[src/rtl/stereo_pkg.sv]
// Shared types and constants for the stereo depth pipeline control path.
package stereo_pkg;

   localparam int SEQ_FRAME_WORDS = 12800;

   typedef enum logic [2:0] {
      SEQ_IDLE    = 3'd0,
      SEQ_ARM     = 3'd1,
      SEQ_CAPTURE = 3'd2,
      SEQ_START   = 3'd3,
      SEQ_MATCH   = 3'd4,
      SEQ_HOLD    = 3'd5
   } seq_state_t;

endpackage

[src/rtl/capture_gate.sv]
// Per-camera write gate: admits exactly one address-aligned frame into its buffer
// between clears.
module capture_gate
   import stereo_pkg::*;
#(
   parameter int FRAME_WORDS = SEQ_FRAME_WORDS,
   parameter int ADDR_W      = 17
) (
   input  logic              clk_in,
   input  logic              rst_in_n,
   input  logic              clear_in,
   input  logic              kill_in,
   input  logic              active_in,
   input  logic [ADDR_W-1:0] addr_in,
   input  logic              wea_in,
   output logic              wea_out,
   output logic              start_out,
   output logic              done_out,
   output logic              done_next_out
);

   localparam logic [ADDR_W-1:0] LAST_ADDR = ADDR_W'(FRAME_WORDS - 1);

   logic cap_q, cap_d;
   logic done_q, done_d;
   logic last_write;

   assign start_out     = active_in & ~cap_q & ~done_q & wea_in & (addr_in == '0);
   assign wea_out       = wea_in & ~kill_in & ((cap_q & ~done_q) | start_out);
   assign last_write    = wea_out & (addr_in == LAST_ADDR);
   // Look-ahead done lets the sequencer leave CAPTURE the cycle after the last write.
   assign done_next_out = done_q | last_write;
   assign done_out      = done_q;

   always_comb begin
      cap_d  = cap_q;
      done_d = done_q;
      if (start_out) begin
         cap_d = 1'b1;
      end
      if (last_write) begin
         cap_d  = 1'b0;
         done_d = 1'b1;
      end
      if (clear_in) begin
         cap_d  = 1'b0;
         done_d = 1'b0;
      end
   end

   always_ff @(posedge clk_in or negedge rst_in_n) begin
      if (!rst_in_n) begin
         cap_q  <= 1'b0;
         done_q <= 1'b0;
      end else begin
         cap_q  <= cap_d;
         done_q <= done_d;
      end
   end

endmodule

[src/rtl/stereo_frame_sequencer.sv]
// One-frame-at-a-time stereo capture/match sequencer.
// Optional phase watchdog enabled by defining SEQ_TIMEOUT_EN.
module stereo_frame_sequencer
   import stereo_pkg::*;
#(
   parameter int FRAME_WORDS    = SEQ_FRAME_WORDS,
   parameter int ADDR_W         = 17,
   parameter int HOLD_W         = 24,
   parameter int TIMEOUT_CYCLES = 2**24
) (
   input  logic              clk_in,
   input  logic              rst_in_n,
   input  logic              pacing_in,
   input  logic [HOLD_W-1:0] hold_in,
   input  logic [ADDR_W-1:0] l_addr_in,
   input  logic              l_wea_in,
   input  logic [ADDR_W-1:0] r_addr_in,
   input  logic              r_wea_in,
   output logic              l_wea_out,
   output logic              r_wea_out,
   output logic              match_start_out,
   input  logic              match_done_in,
   output logic              busy_out,
   output logic [2:0]        state_out,
   output logic [15:0]       frame_count_out,
   output logic              timeout_out
);

   seq_state_t        state_q, state_d;
   logic [HOLD_W-1:0] hold_cnt_q, hold_cnt_d;
   logic [15:0]       frame_cnt_q, frame_cnt_d;
   logic              match_start_q, busy_q;
   logic              active, enter_arm, gate_clear, wd_fire;
   logic              l_start, r_start, l_done, r_done, l_done_next, r_done_next;

   assign active     = (state_q == SEQ_ARM) || (state_q == SEQ_CAPTURE);
   assign enter_arm  = (state_d == SEQ_ARM) && (state_q != SEQ_ARM);
   assign gate_clear = enter_arm | wd_fire;

   capture_gate #(.FRAME_WORDS(FRAME_WORDS), .ADDR_W(ADDR_W)) u_left (
      .clk_in(clk_in), .rst_in_n(rst_in_n), .clear_in(gate_clear), .kill_in(wd_fire),
      .active_in(active), .addr_in(l_addr_in), .wea_in(l_wea_in), .wea_out(l_wea_out),
      .start_out(l_start), .done_out(l_done), .done_next_out(l_done_next)
   );

   capture_gate #(.FRAME_WORDS(FRAME_WORDS), .ADDR_W(ADDR_W)) u_right (
      .clk_in(clk_in), .rst_in_n(rst_in_n), .clear_in(gate_clear), .kill_in(wd_fire),
      .active_in(active), .addr_in(r_addr_in), .wea_in(r_wea_in), .wea_out(r_wea_out),
      .start_out(r_start), .done_out(r_done), .done_next_out(r_done_next)
   );

   always_comb begin
      state_d     = state_q;
      hold_cnt_d  = hold_cnt_q;
      frame_cnt_d = frame_cnt_q;
      unique case (state_q)
         SEQ_IDLE:    if (pacing_in) state_d = SEQ_ARM;
         SEQ_ARM:     if (l_start | r_start) state_d = SEQ_CAPTURE;
         SEQ_CAPTURE: if (l_done_next & r_done_next) state_d = SEQ_START;
         SEQ_START:   state_d = SEQ_MATCH;
         SEQ_MATCH: begin
            if (match_done_in) begin
               state_d     = SEQ_HOLD;
               hold_cnt_d  = hold_in;
               frame_cnt_d = frame_cnt_q + 16'd1;
            end
         end
         SEQ_HOLD: begin
            if (hold_cnt_q == '0) state_d = pacing_in ? SEQ_ARM : SEQ_IDLE;
            else                  hold_cnt_d = hold_cnt_q - 1'b1;
         end
         default: state_d = SEQ_IDLE;
      endcase
      // Watchdog abort overrides whatever the phase was about to do.
      if (wd_fire) begin
         state_d     = SEQ_IDLE;
         hold_cnt_d  = hold_cnt_q;
         frame_cnt_d = frame_cnt_q;
      end
   end

   always_ff @(posedge clk_in or negedge rst_in_n) begin
      if (!rst_in_n) begin
         state_q       <= SEQ_IDLE;
         hold_cnt_q    <= '0;
         frame_cnt_q   <= '0;
         match_start_q <= 1'b0;
         busy_q        <= 1'b0;
      end else begin
         state_q       <= state_d;
         hold_cnt_q    <= hold_cnt_d;
         frame_cnt_q   <= frame_cnt_d;
         match_start_q <= (state_d == SEQ_START);
         busy_q        <= (state_d != SEQ_IDLE);
      end
   end

`ifdef SEQ_TIMEOUT_EN
   localparam int WD_W = $clog2(TIMEOUT_CYCLES + 1);

   logic [WD_W-1:0] wd_cnt_q, wd_cnt_d;
   logic            timeout_q, timeout_d;
   logic            wd_counting;

   assign wd_counting = (state_q == SEQ_ARM) || (state_q == SEQ_CAPTURE) || (state_q == SEQ_MATCH);
   // Fires on the last allowed cycle so a phase lasts exactly TIMEOUT_CYCLES cycles.
   assign wd_fire     = wd_counting && (wd_cnt_q == WD_W'(TIMEOUT_CYCLES - 1));

   always_comb begin
      wd_cnt_d  = wd_cnt_q;
      timeout_d = timeout_q;
      if (enter_arm || ((state_d == SEQ_MATCH) && (state_q != SEQ_MATCH))) wd_cnt_d = '0;
      else if (wd_counting)                                                  wd_cnt_d = wd_cnt_q + 1'b1;
      if (wd_fire)                                                   timeout_d = 1'b1;
      else if ((state_q == SEQ_IDLE) && (state_d == SEQ_ARM))        timeout_d = 1'b0;
   end

   always_ff @(posedge clk_in or negedge rst_in_n) begin
      if (!rst_in_n) begin
         wd_cnt_q  <= '0;
         timeout_q <= 1'b0;
      end else begin
         wd_cnt_q  <= wd_cnt_d;
         timeout_q <= timeout_d;
      end
   end

   assign timeout_out = timeout_q;
`else
   assign wd_fire     = 1'b0;
   assign timeout_out = 1'b0;
`endif

   assign match_start_out = match_start_q;
   assign busy_out        = busy_q;
   assign state_out       = state_q;
   assign frame_count_out = frame_cnt_q;

endmodule

[config.mk]
export PLATFORM = sky130hd
export DESIGN_NAME = stereo_frame_sequencer
export DESIGN_NICKNAME = d
export VERILOG_FILES = /design/src/rtl/stereo_pkg.sv /design/src/rtl/capture_gate.sv /design/src/rtl/stereo_frame_sequencer.sv
export SDC_FILE = /design/constraint.sdc
export NUM_CORES = 1
export LEC_CHECK = 0
export CAP_MARGIN = 40
export CORE_MARGIN = 1.5
export CORE_UTILIZATION = 40
export DETAILED_ROUTE_END_ITERATION = 8
export PLACE_DENSITY_LB_ADDON = 0.08
export SYNTH_ARGS = -nofsm -noshare
export SYNTH_HDL_FRONTEND = slang
export SYNTH_HIERARCHICAL = 1
export SYNTH_SLANG_ARGS = --single-unit
[constraint.sdc]
create_clock -name clk_in -period 3.4 [get_ports clk_in]
set_input_delay 0.51 -clock clk_in [delete_from_list [all_inputs] [get_ports clk_in]]
set_output_delay 0.51 -clock clk_in [all_outputs]
set_load 0.05 [all_outputs]
# == After elaboration in Yosys (flattened, before gate mapping) ==
# Index checks and enable logic that the tools add are counted.
# totals
in_bits,64
reg_bits,49
word_cells,81
out_inout_bits,24
# op_classes
n_reduce_logical,14
add_sub_neg,2
muxes,20
n_eq_ne,12
n_bitwise,24
# op_table
operator,n
24-bit 2-to-1 mux,2
24-bit case mux with 2 select lines,1
"17-bit by 14-bit equality test with 1-bit output, second input constant",2
17-bit zero test,2
24-bit zero test,1
"24-bit by 1-bit subtractor with 24-bit output, second input constant",1
3-bit case mux with 6 select lines,1
"16-bit by 1-bit adder with 16-bit output, second input constant",1
1-bit bitwise AND,15
3-bit 2-to-1 mux,5
1-bit 2-to-1 mux,11
"3-bit by 2-bit equality test with 1-bit output, second input constant",3
3-bit nonzero test,3
"3-bit by 1-bit equality test with 1-bit output, second input constant",2
"3-bit equality test, second input constant",2
2-bit nonzero test,3
1-bit bitwise OR,5
"2-bit != test, second input constant",2
1-bit inverter,4
3-bit zero test,1
"3-bit by 1-bit != test with 1-bit output, second input constant",1
3-bit AND reduction,1
2-bit AND reduction,1
1-bit logical AND,1
1-bit logical OR,1

# == Depth between registers and ports, before layout ==
# depth
depth_word,16
mapped_depth,13

# == Modules after synthesis ==
# Netlist, hierarchy kept.
# modules_own_cells
mod,cells_per_inst,instances,area_per_inst_um2
stereo_frame_sequencer,274,1,2524.9
capture_gate,24,2,211.5

# == Worst setup path before layout ==
# OpenSTA, ideal clock, no wires.
# synth_timing
path_kind,register to register
startpoint,"register state_q[1], in the netlist state_out[1]"
endpoint,register u_left.cap_q
path_stages_with_launch,14
setup_ns,0.066
path_slack_ns,0.473
arrival_ns,2.861
required_time_ns,3.334
cell_sequence,dfrtp_1 clkbuf_1 nand2_1 a21oi_1 nor4bb_1 nand4_1 nor4_1 nor3b_1 a21oi_1 o21ai_0 a211o_1 a21boi_0 inv_1 o221a_2
# synth_between
elab_chain_len,16
elab_cells_between_ends,37
cone_classes,eq/ne (7); mux (8); bitwise (18); reduce/logical (4)
# synth_rtl
item,line_no,source
"start, declared",stereo_frame_sequencer.sv:29,"seq_state_t state_q, state_d;"
"start signal, assigned",stereo_frame_sequencer.sv:90,state_q <= state_d;
3-bit by 1-bit equality test with 1-bit output or 3-bit by 2-bit equality test with 1-bit output (tied branches),stereo_frame_sequencer.sv:36,assign active = (state_q == SEQ_ARM) || (state_q == SEQ_CAPTURE);
1-bit logical OR (*),stereo_frame_sequencer.sv:36,
named net active,stereo_frame_sequencer.sv:33,"logic active, enter_arm, gate_clear, wd_fire;"
1-bit bitwise AND (*) (4 in a row),capture_gate.sv:28,assign start_out = active_in & ~cap_q & ~done_q & wea_in & (addr_in == '0);
named net r_start,stereo_frame_sequencer.sv:34,"logic l_start, r_start, l_done, r_done, l_done_next, r_done_next;"
1-bit bitwise OR,capture_gate.sv:29,assign wea_out = wea_in & ~kill_in & ((cap_q & ~done_q) | start_out);
1-bit bitwise AND,capture_gate.sv:29,
1-bit bitwise AND,capture_gate.sv:30,assign last_write = wea_out & (addr_in == LAST_ADDR);
1-bit bitwise OR,capture_gate.sv:32,assign done_next_out = done_q | last_write;
1-bit bitwise AND,stereo_frame_sequencer.sv:59,SEQ_CAPTURE: if (l_done_next & r_done_next) state_d = SEQ_START;
3-bit 2-to-1 mux,stereo_frame_sequencer.sv:59,
3-bit case mux with 6 select lines (*),stereo_frame_sequencer.sv:56,unique case (state_q)
named net state_d[0],stereo_frame_sequencer.sv:29,
3-bit by 1-bit equality test with 1-bit output (*),stereo_frame_sequencer.sv:37,assign enter_arm = (state_d == SEQ_ARM) && (state_q != SEQ_ARM);
1-bit logical AND (*),stereo_frame_sequencer.sv:37,
named net enter_arm,stereo_frame_sequencer.sv:33,
3-bit nonzero test (no line) or 1-bit 2-to-1 mux (tied branches),n/a,
"end signal, assigned",capture_gate.sv:56,cap_q <= cap_d;
"end, declared",capture_gate.sv:24,"logic cap_q, cap_d;"
# Mark *: on every way through the listed nets, which the timed path passes. The rest lies on a longest branch.
# A chain may end at the register's enable or synchronous reset.

# == Worst setup path after layout ==
# layout_timing
startpoint,"register state_q[1], in the netlist state_out[1]"
endpoint,output r_wea_out
# layout_between
elab_chain_len,8
elab_cells_between_ends,9
cone_classes,eq/ne (2); bitwise (6); reduce/logical (1)
# layout_rtl
item,line_no,source
3-bit by 1-bit equality test with 1-bit output or 3-bit by 2-bit equality test with 1-bit output (tied branches),stereo_frame_sequencer.sv:36,
1-bit logical OR (*),stereo_frame_sequencer.sv:36,
named net active,stereo_frame_sequencer.sv:33,
1-bit bitwise AND (*) (4 in a row),capture_gate.sv:28,
named net r_start,stereo_frame_sequencer.sv:34,
1-bit bitwise OR (*),capture_gate.sv:29,
1-bit bitwise AND (*),capture_gate.sv:29,
"end, declared",stereo_frame_sequencer.sv:20,"output logic r_wea_out,"
# Marks and branches as above.

==> flow_metrics.tcl <==
set metrics [dict create \
    outcome "finished clean" \
    critPathSlowestCell "dfrtp_1" \
    reg2regPathDepth 14 \
    rows 31 \
    clock-root-buffer "clkbuf_8" \
    clk_latency_ps 310 \
    worstPathMaxFanout 11 \
    fin_area_um2 4070 \
    cts.repair.resized 0 \
    antenna_found_initial 0 \
    min_period_ps 3040 \
    p_per_area_nw_per_um2 388 \
    cts_buffer_depth 2 \
    ir_drop_mv 0.169 \
    core_area_um2 7180 \
    clock-skew-final_ps 6.04 \
    io_buffer_count 86 \
    synth_cell_types 61 \
    clkTransAtPathRegs_ps 100 \
    syn_area_per_cell_um2 9.15 \
    tightest_slew_ps 788 \
    fmax_mhz 329 \
    via_per_inst 5.56 \
    slew_headroom 0.474 \
    ys_async_sr_fraction 1.00 \
    diodes 0 \
    synth-seq-cells 49 \
    dr.pass1.iters 4 \
    synth_area_um2 2950 \
    synth_edf_count 0 \
    wire_per_inst_um 14.9 \
    drive_gt1_frac 0.104 \
    cts_hold_buf 0 \
    worst_hold_slack_ps 236 \
    drtAntennaViolNets 0 \
    instances_no_fill 513 \
    seq_area_frac_synth 0.416 \
    drtIter0Drc 98 \
    yosysWarnings 6 \
    p_leak_nw 1.57 \
    gp_congestion 0.821 \
    vias 2853 \
    dieArea_um2 7890 \
    placed_cell_area_um2 3970 \
    hold_class "primary input to async pin" \
    slowest_delay_ps 520 \
    synth.top_cells.by_count "dfrtp_1, nor2_1, nand2_1" \
    grt_start_max_net_pins 33 \
    numClockSinks 49 \
    hpwl_mm 5.63 \
    initial_core_util 0.411 \
    htreeDepth 2 \
    synth_top_area_cell "dfrtp_1" \
    cts_tree "yes" \
    postLayoutSetupSlackWorst_ps 362 \
    grt_pass1_vias 2591 \
    grt_pass1_wl_mm 12.3 \
    gr-usage-all-layers 0.201 \
    drc_errors 0 \
    final_core_util 0.567 \
    maxSlewViolCount 0 \
    period_share 0.894 \
    synth_cells 322 \
    setup_violations 0 \
    crit_path_start_kind "register" \
    die_w_um 88.8 \
    synthFlopType "dfrtp_1" \
    postCtsSetupBuffers 0 \
    ioPinCount 88 \
    cp.required_ps 2890 \
    setup_tns_ps 0 \
    rsz0062_at_grt "no" \
    area_growth_pct 38.1 \
    cts_inserted_buffers 5 \
    power_mw 1.58 \
    grt_overflow 0 \
    die_h_um 88.8 \
    synthMostInstantiatedCell "dfrtp_1" \
    criticalPathCategory "register to primary output" \
    post-place-ws_ps 157 \
    crit_chain "nand2_1 > a21oi_1 > nor4bb_1 > nand4_1 > nor4_1 > buf_4 > o21a_1 > buf_12" \
    routed_wl_mm 7.63 \
    yosys-top-cells-area "dfrtp_1, nor2_1, o21ai_0, xnor2_1, nor4_1" \
    hold_viol 0 \
    layout.nets 479 \
    dp_cells 505 \
    critPathCaptureType "primary output" \
    worst_ep_arrival_time_ps 2530 \
    max-cap-violations 0 \
    synth_top_area_frac 0.416 \
]
## flip-flops by register name (all words and copies together) (netlist names)
name and cells:
frame_count_out 16, hold_cnt_q 24, u_right/done_out 1, match_start_out 1
busy_out 1, u_left/cap_q 1, u_right/cap_q 1, state_out 3
u_left/done_out 1
## cell usage in the layout (no fill, tap or decap), types with 6 or more instances in the layout
cell and instances:
nor2b_1 6, nor4_1 14, inv_1 9, buf_4 11
dfrtp_1 49, nor3_1 11, nand3_1 13, a21oi_1 17
o21ai_0 21, nand4_1 11, nand2_1 23, clkdlybuf4s50_1 83
xnor2_1 11, nor2_1 30
## cell families after synthesis
family,synth area share
other,0.00127
adders and majority gates,0.00849
and+or+nand+nor,0.299
AOI/OAI and AO/OA,0.194
DFF,0.416
xor gates and xnor gates,0.0475
buffers and inverters,0.0335
## worst max-delay path, delay by kind of cell, from the launching register on
| family | cells | cell delay [ps] |
|---|---|---|
| AO/OA/AOI/OAI | 2 | 430 |
| buffers and inverters | 2 | 330 |
| AND/OR/NAND/NOR | 4 | 930 |
| flip-flops | 1 | 520 |
## layer usage
metal / GRT usage / vias to the layer above / wire (µm)
li1: - / 1399 / -
met1: 0.284 / 1368 / 3550
met2: 0.319 / 81 / 3640
met3: 0.0401 / 5 / 385
met4: 0.0455 / 0 / 55
met5: 0 / - / 0
## where the power goes
part	total [mW]	internal (mW)	switching (mW)
Combinational	0.364	0.199	0.166
Sequential	0.830	0.679	0.151
Clock	0.386	0.156	0.230
## path summary, 6_finish.rpt
path,startpoint,end,slack (ps)
max,state_out[1],r_wea_out,360
min in group clk_in,frame_count_out[15],frame_count_out[15],480
max reg2reg,state_out[1],u_left/cap_q,440
min reg2reg,frame_count_out[15],frame_count_out[15],480
min,rst_in_n,frame_count_out[7],240
max in group asynchronous,rst_in_n,hold_cnt_q[3],2420
## final cells by class
| class | count | area (µm²) |
|---|---|---|
| fill | 656 | 3110 |
| multi-input combinational | 251 | 1630 |
| clock buffer | 5 | 68.8 |
| clock inverter | 3 | 28.8 |
| timing repair buffer | 97 | 958 |
| sequential | 49 | 1230 |
| tap | 99 | 124 |
| inverter | 9 | 33.8 |
(Power assumes the default switching activity.)
